$ cat src/rtl/mem_access_sequencer_pkg.sv
// rtl/mem_access_sequencer_pkg.sv - shared types, beat limit and size decode for the memory access sequencer
// Contents: access_size_t, state_t, MAX_BEATS, beats_for_size().
package mem_access_pkg;

    typedef enum logic [1:0] {
        SZ_BYTE = 2'd0,
        SZ_HALF = 2'd1,
        SZ_WORD = 2'd2
    } access_size_t;

    typedef enum logic [1:0] {
        IDLE   = 2'd0,
        ACCESS = 2'd1,
        RESP   = 2'd2
    } state_t;

    localparam int MAX_BEATS = 4;

    // Size code 3 is not a legal encoding and is handled as a word.
    function automatic logic [2:0] beats_for_size(input logic [1:0] size);
        case (size)
            SZ_BYTE: return 3'd1;
            SZ_HALF: return 3'd2;
            default: return 3'd4;
        endcase
    endfunction

endpackage

$ cat src/rtl/mem_access_sequencer_if.sv
// rtl/mem_access_sequencer_if.sv - request, response and byte-memory signals of the access sequencer
// Modports: slave = sequencer view; master = load/store stage plus memory array view.
interface mem_access_sequencer_if;
    logic        req_valid;
    logic        req_ready;
    logic        req_write;
    logic [1:0]  req_size;
    logic        req_unsigned;
    logic [31:0] req_addr;
    logic [31:0] req_wdata;
    logic        rsp_valid;
    logic        rsp_ready;
    logic [31:0] rsp_rdata;
    logic        mem_we;
    logic [31:0] mem_addr;
    logic [7:0]  mem_wdata;
    logic [7:0]  mem_rdata;

    modport slave (
        input  req_valid, req_write, req_size, req_unsigned, req_addr, req_wdata,
        input  rsp_ready, mem_rdata,
        output req_ready, rsp_valid, rsp_rdata, mem_we, mem_addr, mem_wdata
    );

    modport master (
        output req_valid, req_write, req_size, req_unsigned, req_addr, req_wdata,
        output rsp_ready, mem_rdata,
        input  req_ready, rsp_valid, rsp_rdata, mem_we, mem_addr, mem_wdata
    );
endinterface

$ cat src/rtl/mem_access_sequencer_load_extend.sv
// rtl/mem_access_sequencer_load_extend.sv - size and sign extension of the assembled load word
// Ports: asm_data (assembled bytes), size, is_unsigned in; ext_data out.
module mem_load_extend
    import mem_access_pkg::*;
(
    input  logic [31:0] asm_data,
    input  logic [1:0]  size,
    input  logic        is_unsigned,
    output logic [31:0] ext_data
);

    always_comb begin
        ext_data = asm_data;
        case (size)
            SZ_BYTE: ext_data = {{24{asm_data[7] & ~is_unsigned}}, asm_data[7:0]};
            SZ_HALF: ext_data = {{16{asm_data[15] & ~is_unsigned}}, asm_data[15:0]};
            default: ext_data = asm_data;
        endcase
    end

endmodule

$ cat src/rtl/mem_access_sequencer.sv
// rtl/mem_access_sequencer.sv - splits byte/half/word loads and stores into single-byte memory beats
// Ports: clk, rst_n; bus (mem_access_sequencer_if.slave): req_*, rsp_*, mem_*.
// Optional: MEM_ACCESS_STATS_EN adds stat_rd_beats / stat_wr_beats saturating beat counters.
module mem_access_sequencer
    import mem_access_pkg::*;
#(
    parameter int unsigned ADDR_STRIDE = 4
) (
    input  logic                   clk,
    input  logic                   rst_n,
    mem_access_sequencer_if.slave  bus
`ifdef MEM_ACCESS_STATS_EN
    ,
    output logic [31:0]            stat_rd_beats,
    output logic [31:0]            stat_wr_beats
`endif
);

    localparam int BEAT_W = $clog2(MAX_BEATS);

    state_t              state, next_state;
    logic [BEAT_W-1:0]   beat;
    logic [2:0]          n_beats;
    logic                lat_write;
    logic [1:0]          lat_size;
    logic                lat_unsigned;
    logic [31:0]         lat_addr;
    logic [31:0]         lat_wdata;
    logic [31:0]         asm_data;
    logic [31:0]         ext_data;
    logic                last_beat;
    logic [31:0]         beat_offset;

    assign last_beat   = (3'(beat) + 3'd1) == n_beats;
    assign beat_offset = 32'(beat) * 32'(ADDR_STRIDE);

    always_ff @(posedge clk or negedge rst_n) begin
        if (!rst_n) begin
            state <= IDLE;
        end else begin
            state <= next_state;
        end
    end

    // Memory outputs are decoded from registered state so that reset
    // removes mem_we without waiting for a clock edge.
    always_comb begin
        next_state    = state;
        bus.req_ready = 1'b0;
        bus.rsp_valid = 1'b0;
        bus.rsp_rdata = 32'd0;
        bus.mem_we    = 1'b0;
        bus.mem_addr  = 32'd0;
        bus.mem_wdata = 8'd0;
        case (state)
            IDLE: begin
                bus.req_ready = 1'b1;
                if (bus.req_valid) begin
                    next_state = ACCESS;
                end
            end
            ACCESS: begin
                bus.mem_we   = lat_write;
                bus.mem_addr = lat_addr + beat_offset;
                if (lat_write) begin
                    bus.mem_wdata = lat_wdata[{beat, 3'b000} +: 8];
                end
                if (last_beat) begin
                    next_state = RESP;
                end
            end
            RESP: begin
                bus.rsp_valid = 1'b1;
                bus.rsp_rdata = lat_write ? 32'd0 : ext_data;
                if (bus.rsp_ready) begin
                    next_state = IDLE;
                end
            end
            default: next_state = IDLE;
        endcase
    end

    always_ff @(posedge clk or negedge rst_n) begin
        if (!rst_n) begin
            beat         <= '0;
            n_beats      <= 3'd0;
            lat_write    <= 1'b0;
            lat_size     <= 2'd0;
            lat_unsigned <= 1'b0;
            lat_addr     <= 32'd0;
            lat_wdata    <= 32'd0;
            asm_data     <= 32'd0;
        end else begin
            case (state)
                IDLE: begin
                    if (bus.req_valid) begin
                        lat_write    <= bus.req_write;
                        lat_size     <= bus.req_size;
                        lat_unsigned <= bus.req_unsigned;
                        lat_addr     <= bus.req_addr;
                        lat_wdata    <= bus.req_wdata;
                        n_beats      <= beats_for_size(bus.req_size);
                        beat         <= '0;
                        asm_data     <= 32'd0;
                    end
                end
                ACCESS: begin
                    if (!lat_write) begin
                        asm_data[{beat, 3'b000} +: 8] <= bus.mem_rdata;
                    end
                    // Four beats wrap the counter back to 0, which is harmless
                    // because the FSM leaves ACCESS on the same edge.
                    beat <= beat + 1'b1;
                end
                default: ;
            endcase
        end
    end

    mem_load_extend u_load_extend (
        .asm_data    (asm_data),
        .size        (lat_size),
        .is_unsigned (lat_unsigned),
        .ext_data    (ext_data)
    );

`ifdef MEM_ACCESS_STATS_EN
    always_ff @(posedge clk or negedge rst_n) begin
        if (!rst_n) begin
            stat_rd_beats <= 32'd0;
            stat_wr_beats <= 32'd0;
        end else if (state == ACCESS) begin
            if (lat_write) begin
                if (stat_wr_beats != 32'hFFFF_FFFF) begin
                    stat_wr_beats <= stat_wr_beats + 32'd1;
                end
            end else begin
                if (stat_rd_beats != 32'hFFFF_FFFF) begin
                    stat_rd_beats <= stat_rd_beats + 32'd1;
                end
            end
        end
    end
`endif

endmodule

$ cat src/flat_wrapper.sv
// flat-port wrapper written by rule: the top's interface ports become plain ports
module mem_access_sequencer_flat import mem_access_pkg::*;
#(
    parameter int unsigned ADDR_STRIDE = 4
)
  (clk, rst_n, bus_req_valid, bus_req_write, bus_req_size, bus_req_unsigned, bus_req_addr, bus_req_wdata, bus_rsp_ready, bus_mem_rdata, bus_req_ready, bus_rsp_valid, bus_rsp_rdata, bus_mem_we, bus_mem_addr, bus_mem_wdata);
  mem_access_sequencer_if bus_i ();
  input  logic clk;
  input  logic rst_n;
  input wire logic [$bits(bus_i.req_valid)-1:0] bus_req_valid;
  input wire logic [$bits(bus_i.req_write)-1:0] bus_req_write;
  input wire logic [$bits(bus_i.req_size)-1:0] bus_req_size;
  input wire logic [$bits(bus_i.req_unsigned)-1:0] bus_req_unsigned;
  input wire logic [$bits(bus_i.req_addr)-1:0] bus_req_addr;
  input wire logic [$bits(bus_i.req_wdata)-1:0] bus_req_wdata;
  input wire logic [$bits(bus_i.rsp_ready)-1:0] bus_rsp_ready;
  input wire logic [$bits(bus_i.mem_rdata)-1:0] bus_mem_rdata;
  output wire logic [$bits(bus_i.req_ready)-1:0] bus_req_ready;
  output wire logic [$bits(bus_i.rsp_valid)-1:0] bus_rsp_valid;
  output wire logic [$bits(bus_i.rsp_rdata)-1:0] bus_rsp_rdata;
  output wire logic [$bits(bus_i.mem_we)-1:0] bus_mem_we;
  output wire logic [$bits(bus_i.mem_addr)-1:0] bus_mem_addr;
  output wire logic [$bits(bus_i.mem_wdata)-1:0] bus_mem_wdata;
  assign bus_i.req_valid = bus_req_valid;
  assign bus_i.req_write = bus_req_write;
  assign bus_i.req_size = bus_req_size;
  assign bus_i.req_unsigned = bus_req_unsigned;
  assign bus_i.req_addr = bus_req_addr;
  assign bus_i.req_wdata = bus_req_wdata;
  assign bus_i.rsp_ready = bus_rsp_ready;
  assign bus_i.mem_rdata = bus_mem_rdata;
  assign bus_req_ready = bus_i.req_ready;
  assign bus_rsp_valid = bus_i.rsp_valid;
  assign bus_rsp_rdata = bus_i.rsp_rdata;
  assign bus_mem_we = bus_i.mem_we;
  assign bus_mem_addr = bus_i.mem_addr;
  assign bus_mem_wdata = bus_i.mem_wdata;
  mem_access_sequencer #(.ADDR_STRIDE(ADDR_STRIDE)) u_core (.clk(clk), .rst_n(rst_n), .bus(bus_i));
endmodule
$ cat config.mk
export PLATFORM = sky130hd
export DESIGN_NAME = mem_access_sequencer_flat
export DESIGN_NICKNAME = d
export VERILOG_FILES = /design/src/rtl/mem_access_sequencer_pkg.sv /design/src/rtl/mem_access_sequencer_if.sv /design/src/rtl/mem_access_sequencer_load_extend.sv /design/src/rtl/mem_access_sequencer.sv /design/src/flat_wrapper.sv
export SDC_FILE = /design/constraint.sdc
export NUM_CORES = 1
export LEC_CHECK = 0
export CORE_MARGIN = 4
export CORE_UTILIZATION = 44
export CTS_CLUSTER_DIAMETER = 80
export CTS_CLUSTER_SIZE = 40
export DETAILED_ROUTE_END_ITERATION = 8
export PLACE_DENSITY = 0.74
export SYNTH_ARGS = -nofsm -noshare
export SYNTH_HDL_FRONTEND = slang
export SYNTH_SLANG_ARGS = --single-unit
$ cat constraint.sdc
create_clock -name clk -period 2.6 [get_ports clk]
set_input_delay 0.39 -clock clk [delete_from_list [all_inputs] [get_ports clk]]
set_output_delay 0.39 -clock clk [all_outputs]
set_load 0.05 [all_outputs]
==> results of run 1 <==
-- synthesized netlist by cell type, types with 7 or more instances --
master and number:
a21oi_1 34, a22o_1 16, and2_1 13, and3_1 12, clkbuf_1 32, dfrtp_1 107
inv_1 19, mux4_2 8, nand2_1 259, nand2b_1 7, nand3_1 7, nand4_1 8
nor2_1 20, o21ai_0 25, o31ai_1 8, xnor2_1 7, xor2_1 9
-- critical path, stage by stage, from the launching register on --
cell	delay (ps)
dfrtp_1	410
ha_4	180
fa_2	360
and4_4	240
buf_4	170
nand4_1	110
xor2_1	180
nor2_1	90
buf_12	170
-- cell type report --
cell class                 instances  area [sq um]  share of cell area [%]
multi-input combinational        498          2920                   34.55
sequential                       107          2681                   31.72
timing repair buffer             184          2270                   26.85
clock buffer                      13         260.3                   3.079
tap                              172         215.2                   2.546
inverter                          19         71.32                  0.8437
clock inverter                     2         35.03                  0.4144
-- flip-flops by register name (all words and copies together) (netlist names) --
register and cells:
u_core.beat 2, u_core.lat_wdata 32, u_core.lat_write 1, u_core.asm_data 32
u_core.state 2, u_core.lat_size 2, u_core.lat_unsigned 1, u_core.lat_addr 32
u_core.n_beats 3
-- power groups by stage --
stage,Clock [uW],Combinational (uW),Sequential [uW]
2_1_floorplan,0,3160,2650
4_1_cts,1390,5140,2820
5_1_grt,1470,5580,2940
6_report,1360,5200,2860
3_5_place_dp,0,5020,2840
3_3_place_gp,0,4920,2790
-- repair_timing --
action	in CTS	in global routing
gates resized for setup	16	20
endpoints found under the setup margin	20	16
pin swaps	14	10
cloned	1	0
setup buffers	6	3
-- path summary, 6_finish.rpt --
| check | endpoint | cells past startpoint |
|---|---|---|
| worst max-delay path | bus_mem_addr[10] | 8 |
| worst min-delay path | u_core.lat_wdata[9] | 1 |
| worst max register to register | u_core.asm_data[13] | 7 |
| worst min register to register | u_core.lat_wdata[31] | 2 |
| max in group asynchronous | u_core.lat_wdata[3] | 2 |
| min in group clk | u_core.lat_wdata[31] | 2 |
-- kinds of logic after synthesis --
family,count (synthesis),synth area share [%]
XOR/XNOR,16,2.480
adder cells (fa/ha/maj),7,1.683
AND/OR/NAND/NOR,364,29.32
flip-flops,107,47.39
buffers and inverters,63,4.650
multiplexers,12,3.897
AO/OA/AOI/OAI,98,10.58
-- metal layers --
layer / track usage (%) / part of all wire (%) / vias up
li1: - / - / 2514
met1: 27.43 / 41 / 2551
met2: 37.96 / 50 / 169
met3: 4.242 / 5.4 / 35
met4: 9.034 / 2.7 / 0
met5: 0 / 0 / -
-- stage by stage --
step                      instance area [sq um]  setup slack (ps)  std cells  TNS (ps)
after global placement                     7940             129.9        970         0
after global routing                       8453            -124.3        995     -1163
after floorplan                            5707            -9.174        667    -9.174
after CTS                                  8339            -38.66        992    -187.7
after detailed placement                   7940             57.13        970         0
final                                      8453            -57.72        995    -257.2
==> flow_summary.json, run 1 <==
{
  "outcome": "finished with violations",
  "violations": "negative setup slack",
  "gp_congestion": 0.8559,
  "clkSlewWorstSetupHoldPaths_ps": 70,
  "layout_common_cells": "nand2_1, dfrtp_1, clkdlybuf4s50_1, buf_12, buf_4",
  "synthTopCellsByArea": "dfrtp_1, nand2_1, mux4_2, a21oi_1, a22o_1",
  "ir_drop_mv": 0.7296,
  "synth_area_sq_mm": 0.005650,
  "ys.flop_type": "dfrtp_1",
  "crit_fanout": 8,
  "syn-num-nets": 754,
  "ant_nets": 0,
  "place_hpwl_mm": 11.88,
  "synth_area_leader_cell": "dfrtp_1",
  "hp-class": "in -> async",
  "cts_tree": "done",
  "vias": 5269,
  "grt_max_degree": 71,
  "async_flop_share_pct": 100.0,
  "hold_buffers": 0,
  "yosys.cell_types.count": 50,
  "rows": 41,
  "power_frac_clock_pct": 14.4,
  "start_util_pct": 44.77,
  "yosys_warnings": 0,
  "critPathLaunch": "u_core.beat[0]",
  "layout-drive-gt1-share_pct": 21.26,
  "critPathCaptureType": "primary output",
  "cap_viol_max_count": 0,
  "nFillCells": 997,
  "grt_first_pass_wirelength_mm": 26.02,
  "swShare_pct": 44.29,
  "clk_latency_ps": 340,
  "mostFrequentLayoutCell": "nand2_1",
  "grt_usage_pct": 22.15,
  "avgSynthCellArea_sq_um": 8.471,
  "power_uw": 9419,
  "die_x_microns": 121.3,
  "leakagePower_uw": 0.003832,
  "detail_route.first_pass.iterations": 5,
  "cts-buffers-inserted": 9,
  "r2r-start": "u_core.beat[0]",
  "fin_nets": 906,
  "yosysSeqAreaShare_pct": 47.39,
  "die_h_microns": 121.3,
  "rrSetupSlack_ps": 240,
  "fmax_ghz": 0.3763,
  "antenna_found_initial": 0,
  "io_pins": 155,
  "tightestPinTransition_ps": 976.4,
  "diodes": 0,
  "grt_pass1_vias": 5352,
  "hold_violations": 0,
  "cts_root_buf": "clkbuf_16",
  "first_iter_violations": 401,
  "worstPathRequired_ps": 2210,
  "drcViolationCount": 0,
  "synth-seq-cells": 107,
  "clk_path_buf_depth": 2,
  "share_comb_of_total_power_pct": 55.2,
  "drv_slew": 0,
  "wl_per_cell_microns": 16.35,
  "finalCritPeriodShare_pct": 102.2,
  "p_int_uw": 5248,
  "p_per_area_mw_per_mm2": 1114,
  "portBuffers": 154,
  "finalClockSkew_ps": 7.338,
  "die_area_sq_mm": 0.01472,
  "netlist.area_leader.share_pct": 47.39,
  "netSwitchingPower_uw": 4171,
  "netlist_instances": 667,
  "holdWs_ps": 118.0,
  "synth_edf_count": 0,
  "htreeDepth": 3,
  "p_seq_share_pct": 30.4,
  "worst_slack_ps": -57.72,
  "path_class": "reg -> out",
  "crit_path_start_kind": "flip-flop",
  "grt_overflow": 0,
  "cts_sinks": 107,
  "setup_viol": 9,
  "relSlewSlack_pct": 34.91,
  "rsz0062_at_grt": "yes",
  "cp.arrival_ps": 2270,
  "fin_crit_ps": 2658,
  "viasPerCell": 5.295,
  "final_util_pct": 66.98,
  "coreArea_sq_mm": 0.01262,
  "syn2layout_area_growth_pct": 49.60,
  "drt_wl_total_mm": 16.27
}
Note: power is estimated with default switching activity, not from simulation.
==> run 2, diff against run 1 <==
--- a/config.mk
+++ b/config.mk
@@ -5,12 +5,15 @@
 export SDC_FILE = /design/constraint.sdc
 export NUM_CORES = 1
 export LEC_CHECK = 0
+export CELL_PAD_IN_SITES_DETAIL_PLACEMENT = 1
+export CELL_PAD_IN_SITES_GLOBAL_PLACEMENT = 1
 export CORE_MARGIN = 4
-export CORE_UTILIZATION = 44
+export CORE_UTILIZATION = 36
 export CTS_CLUSTER_DIAMETER = 80
 export CTS_CLUSTER_SIZE = 40
 export DETAILED_ROUTE_END_ITERATION = 8
-export PLACE_DENSITY = 0.74
+export MAX_ROUTING_LAYER = met4
+export PLACE_DENSITY_LB_ADDON = 0.1
 export SYNTH_ARGS = -nofsm -noshare
 export SYNTH_HDL_FRONTEND = slang
 export SYNTH_SLANG_ARGS = --single-unit
==> run 2 against run 1 <==
The run still ends with negative setup slack left. Combinational power grew 3%. Sequential share of layout area shrank 0.71 points. Non-clock buffer count grew 4. Maximum frequency is essentially flat. Critical path type unchanged. Critical endpoint is now bus_mem_addr[30]. Largest power group unchanged.
==> flow_summary.json, run 2 (synthesis results as in run 1) <==
{
  "stdcell_area_sq_mm": 0.008660,
  "grt_first_pass_wirelength_mm": 29.05,
  "reg2reg_to": "u_core.asm_data[8]",
  "grt_usage_pct": 20.86,
  "critPathCaptureType": "primary output",
  "io_pins": 155,
  "layout-drive-gt1-share_pct": 23.10,
  "cp.arrival_ps": 2270,
  "dp.cells": 1012,
  "die_x_microns": 133.3,
  "holdWs_ps": 477.5,
  "die_h_microns": 133.3,
  "regArea_sq_mm": 0.002685,
  "layout.cells.non_filler": 1038,
  "clkSlewWorstSetupHoldPaths_ps": 70,
  "critPathMaxStageDelay_ps": 450,
  "worst_slack_ps": -59.73,
  "die_area_sq_mm": 0.01776,
  "cts-buffers-inserted": 9,
  "grt_max_degree": 52,
  "place_hpwl_mm": 13.17,
  "vias": 5217,
  "r2r_cells": 7,
  "detail_route.first_pass.iterations": 4,
  "fin_crit_ps": 2660,
  "htreeDepth": 3,
  "finalCritPeriodShare_pct": 102.3,
  "first_iter_violations": 314,
  "path_class": "reg -> out",
  "reg.largest.list": "u_core.asm_data: 32 flops, u_core.lat_addr: 32 flops, u_core.lat_wdata: 32 flops",
  "worstPathRequired_ps": 2210,
  "hp-start": "u_core.asm_data[4]",
  "start_util_pct": 36.90,
  "ir_drop_mv": 0.6374,
  "outcome": "finished with violations",
  "p_per_area_mw_per_mm2": 1125,
  "cap_viol_max_count": 0,
  "fmax_ghz": 0.3760,
  "hold-path-endpoint": "u_core.asm_data[4]",
  "cts_sinks": 107,
  "coreArea_sq_mm": 0.01531,
  "r2r-start": "u_core.beat[1]",
  "wl_per_cell_microns": 17.24,
  "nFillCells": 1727,
  "drcViolationCount": 0,
  "hold_violations": 0,
  "drv_slew": 0,
  "mostFrequentLayoutCell": "nand2_1",
  "portBuffers": 154,
  "cts_root_buf": "clkbuf_16",
  "crit_fanout": 8,
  "violations": "negative setup slack",
  "crit_path_start_kind": "flip-flop",
  "hold_depth": 2,
  "diodes": 0,
  "path_cells": "ha_4 > fa_2 > and4_4 > nand3_4 > or4_4 > a21oi_4 > buf_12",
  "ant_nets": 0,
  "setup_viol": 7,
  "fin_nets": 909,
  "syn2layout_area_growth_pct": 53.26,
  "rrSetupSlack_ps": 310,
  "gp_congestion": 0.7938,
  "grt_pass1_vias": 5576,
  "clk_latency_ps": 350,
  "drt_wl_total_mm": 17.89,
  "grt_overflow": 0,
  "multi_input_area_sq_mm": 0.002990,
  "relSlewSlack_pct": 32.58,
  "hp-class": "reg -> reg",
  "crit_path_top_delay_cell": "or4_4",
  "rows": 45,
  "cts_tree": "done",
  "finalClockSkew_ps": 9.575,
  "clk_path_buf_depth": 2,
  "viasPerCell": 5.026,
  "place_area_sq_mm": 0.008024,
  "path_buf_inv": 1,
  "tightestPinTransition_ps": 1011,
  "antenna_found_initial": 0,
  "layout_common_cells": "nand2_1, dfrtp_1, clkdlybuf4s50_1, buf_12, buf_4",
  "leakagePower_uw": 0.003866,
  "rsz0062_at_grt": "yes",
  "worst_path_dominant_cell_family": "simple AND/OR/NAND/NOR gates"
}
-- run 2: cell count changes in the layout (fill, tap and decap cells not counted), sizes merged --
cell         before  now
dlygate4sd3       0    1
clkbuf           13   11
nand3            10    9
clkinv            1    0
bufinv            1    2
clkinvlp          0    2
inv              19   20
buf             104  107
-- run 2: through the flow --
step / util (%) / TNS, ps / worst slack, ps / total power [uW]
after detailed placement: 52.39 / 0 / 87.08 / 7979
after global routing: 56.54 / -1388 / -140.8 / 10370
after floorplan: - / -9.174 / -9.174 / 5813
final: 56.54 / -193.2 / -59.73 / 9743
after CTS: 56.00 / -352.3 / -66.13 / 9729
after global placement: 52.39 / 0 / 125.3 / 7800
-- run 2: area by class of cell --
type	instances	area share, %
clock buffer	11	2.803
clock inverter	5	0.9681
inverter	19	0.8236
multi-input combinational	497	34.53
sequential	107	31.01
tap	211	3.049
timing repair buffer	188	26.82
-- run 2: routing by layer --
layer	up-vias	wire, microns	part of all wire (%)	global-route usage (%)
li1	2527	-	-	-
met1	2576	8025	45	26.69
met2	103	9147	51	35.36
met3	11	533	3.0	2.568
met4	0	184	1.0	5.371
met5	-	0	0	-
-- run 2: worst reg2reg max path: stages (launching register included) --
cell	delay [ps]
dfrtp_1	410
buf_4	150
buf_4	220
inv_1	120
ha_1	430
nand3b_1	190
nor3_2	500
a22o_1	210
-- run 2: timing repair --
action,in CTS,in global routing
gates resized for setup,36,19
hold buffers,1,0
buffers inserted,8,1
pin swaps,21,7
hold endpoints to repair,23,0
endpoints found under the setup margin,20,19
-- run 2: power by group --
group          leakage, uW  internal (uW)  switching (uW)  total [uW]
registers          0.00137           2290             582        2870
clock network     0.000152            875             624        1500
logic              0.00234           2240            3140        5380
total              0.00387           5400            4350        9740
-- run 2: worst max-delay path by stage --
stage | start | end | cells after the start
floorplan | u_core.beat[0] | bus_mem_addr[24] | 7
global placement | u_core.lat_addr[2] | bus_mem_addr[30] | 7
detailed placement | u_core.lat_addr[2] | bus_mem_addr[30] | 7
CTS | u_core.beat[0] | bus_mem_addr[30] | 7
global route | u_core.beat[0] | bus_mem_addr[30] | 7
finish | u_core.beat[0] | bus_mem_addr[30] | 7
==> run 3, diff against run 2 <==
--- a/config.mk
+++ b/config.mk
@@ -12,6 +12,7 @@
 export CTS_CLUSTER_DIAMETER = 80
 export CTS_CLUSTER_SIZE = 40
 export DETAILED_ROUTE_END_ITERATION = 8
+export GPL_TIMING_DRIVEN = 0
 export MAX_ROUTING_LAYER = met4
 export PLACE_DENSITY_LB_ADDON = 0.1
 export SYNTH_ARGS = -nofsm -noshare
==> run 3 against run 2 <==
Final area shrank 4.8%. Critical path type unchanged. Clock power down 10%. Wire length rose by 7.6%. Power is 5.5% lower. Sequential cell count unchanged. Clock-buffer cell count shrank 1. The run still ends with negative setup slack left. First-iteration DRC count shrank 35%. Utilization decreased by 2.7 points. Register-to-register slack worse by 230 ps. Non-clock buffer count grew 30.
==> flow_summary.json, run 3 (synthesis results as in run 1) <==
{
  "outcome": "finished with violations",
  "violations": "negative setup slack",
  "nFillCells": 1801,
  "finalClockSkew_ps": 8.629,
  "grt_usage_pct": 22.31,
  "cts-buffers-inserted": 9,
  "cap_viol_max_count": 0,
  "detail_route.first_pass.iterations": 4,
  "first_iter_violations": 205,
  "p_per_area_mw_per_mm2": 1118,
  "grt_pass1_vias": 5702,
  "critPathLaunch": "u_core.beat[0]",
  "swShare_pct": 47.77,
  "coreArea_sq_mm": 0.01531,
  "rrSetupSlack_ps": 80,
  "dp.cells": 1033,
  "p_int_uw": 4811,
  "place_area_sq_mm": 0.007537,
  "reg2reg_to": "u_core.asm_data[21]",
  "syn2layout_area_growth_pct": 45.84,
  "netSwitchingPower_uw": 4400,
  "hold_buffers": 0,
  "start_util_pct": 36.90,
  "gp_congestion": 0.8077,
  "portBuffers": 154,
  "fin_crit_ps": 2804,
  "power_frac_clock_pct": 14.7,
  "vias": 5446,
  "drt_wl_total_mm": 19.25,
  "fin_nets": 941,
  "viasPerCell": 5.094,
  "crit_path_start_kind": "flip-flop",
  "worstPathRequired_ps": 2210,
  "cp.arrival_ps": 2410,
  "die_h_microns": 133.3,
  "hold_violations": 0,
  "p_seq_share_pct": 30.9,
  "htreeDepth": 3,
  "die_area_sq_mm": 0.01776,
  "clk_latency_ps": 360,
  "mostFrequentLayoutCell": "nand2_1",
  "r2r_cells": 9,
  "path_class": "reg -> out",
  "worst_slack_ps": -204.5,
  "cts_sinks": 107,
  "leakagePower_uw": 0.003784,
  "rsz0062_at_grt": "yes",
  "antenna_found_initial": 0,
  "diodes": 0,
  "layout_common_cells": "nand2_1, dfrtp_1, clkdlybuf4s50_1, buf_4, buf_6",
  "clkSlewWorstSetupHoldPaths_ps": 80,
  "grt_max_degree": 63,
  "cts_tree": "done",
  "layout.cells.non_filler": 1069,
  "critPathCaptureType": "primary output",
  "grt_first_pass_wirelength_mm": 30.72,
  "die_x_microns": 133.3,
  "share_comb_of_total_power_pct": 54.4,
  "reg.largest.list": "u_core.asm_data: 32 flops, u_core.lat_addr: 32 flops, u_core.lat_wdata: 32 flops",
  "crit_fanout": 5,
  "crit_end": "bus_mem_addr[24]",
  "drcViolationCount": 0,
  "ir_drop_mv": 0.4977,
  "stdcell_area_sq_mm": 0.008240,
  "r2r-start": "u_core.beat[0]",
  "hp-class": "in -> async",
  "tns_ps": -1606,
  "relSlewSlack_pct": 43.86,
  "clk_path_buf_depth": 2,
  "grt_overflow": 0,
  "drv_slew": 0,
  "setup_viol": 15,
  "place_hpwl_mm": 13.74,
  "ant_nets": 0,
  "finalCritPeriodShare_pct": 107.9,
  "fmax_ghz": 0.3566,
  "cts_root_buf": "clkbuf_16",
  "wl_per_cell_microns": 18.01,
  "io_pins": 155,
  "tightestPinTransition_ps": 842.2,
  "layout-drive-gt1-share_pct": 21.91,
  "rows": 45
}
run 3: cell count changes in the layout (fill, tap and decap cells not counted), sizes merged:
cell | before | now
dlygate4sd3 | 1 | 0
nand3 | 9 | 10
dlygate4sd2 | 0 | 8
bufinv | 2 | 0
clkinv | 0 | 1
clkdlybuf4s15 | 0 | 14
clkdlybuf4s18 | 0 | 1
buf | 107 | 88
clkbuf | 11 | 37
clkinvlp | 2 | 1
nor2 | 20 | 21
inv | 20 | 22
run 3: cell type report:
type | count | area [sq um] | share of cell area, %
buffer | 41 | 246.5 | 2.991
multi-input combinational | 499 | 3009 | 36.52
timing repair buffer | 177 | 1682 | 20.41
tap | 211 | 264.0 | 3.204
inverter | 19 | 71.32 | 0.8655
sequential | 107 | 2684 | 32.57
clock inverter | 5 | 45.04 | 0.5466
clock buffer | 10 | 239.0 | 2.900
run 3: how the worst min path moves through the flow:
stage                         start                    to  slack [ps]
5_1_grt                       rst_n    u_core.asm_data[6]         200
3_3_place_gp   u_core.lat_wdata[10]  u_core.lat_wdata[10]         450
6_report                      rst_n    u_core.asm_data[6]         120
2_1_floorplan                 rst_n    u_core.asm_data[0]          90
4_1_cts                       rst_n    u_core.asm_data[6]         150
3_5_place_dp    u_core.lat_wdata[0]   u_core.lat_wdata[0]         460
run 3: power by group through the flow:
stage | logic [uW] | registers (uW) | clock network, uW
after floorplan | 3160 | 2650 | 0
after global placement | 4480 | 2770 | 0
after detailed placement | 4600 | 2820 | 0
after CTS | 4800 | 2800 | 1380
after global routing | 5430 | 2930 | 1450
final | 5010 | 2850 | 1350
run 3: stage by stage:
| stage | worst slack, ps | total power [uW] | util [%] | hold slack (ps) |
|---|---|---|---|---|
| final | -204.5 | 9211 | 53.81 | 119.9 |
| after global routing | -260.7 | 9807 | 53.81 | 196.6 |
| after CTS | -242.1 | 8979 | 52.62 | 148.4 |
| after floorplan | -9.174 | 5813 | - | 94.41 |
| after global placement | -2988 | 7254 | 49.05 | 453.4 |
| after detailed placement | -729.5 | 7424 | 49.22 | 462.2 |
run 3: layer usage:
layer / up-vias / wire (microns) / GRT usage [%]
li1: 2603 / - / -
met1: 2713 / 8552 / 28.91
met2: 111 / 9707 / 36.65
met3: 19 / 706 / 3.437
met4: 0 / 282 / 6.229
met5: - / 0 / -
run 3: worst max-delay path, cell delays in order (launching register included):
cell and delay [ps]:
dfrtp_1 420, ha_4 160, fa_2 220, and4_4 250
buf_8 130, nand3_4 100, or4_4 430, a21oi_2 170
buf_6 170
run 3: what timing repair did:
item,CTS,global route
setup endpoints to repair,104,81
gates resized for setup,377,80
buffers inserted,13,9
endpoints found under the hold margin,0,0
cloned,3,0
pin swaps,25,14
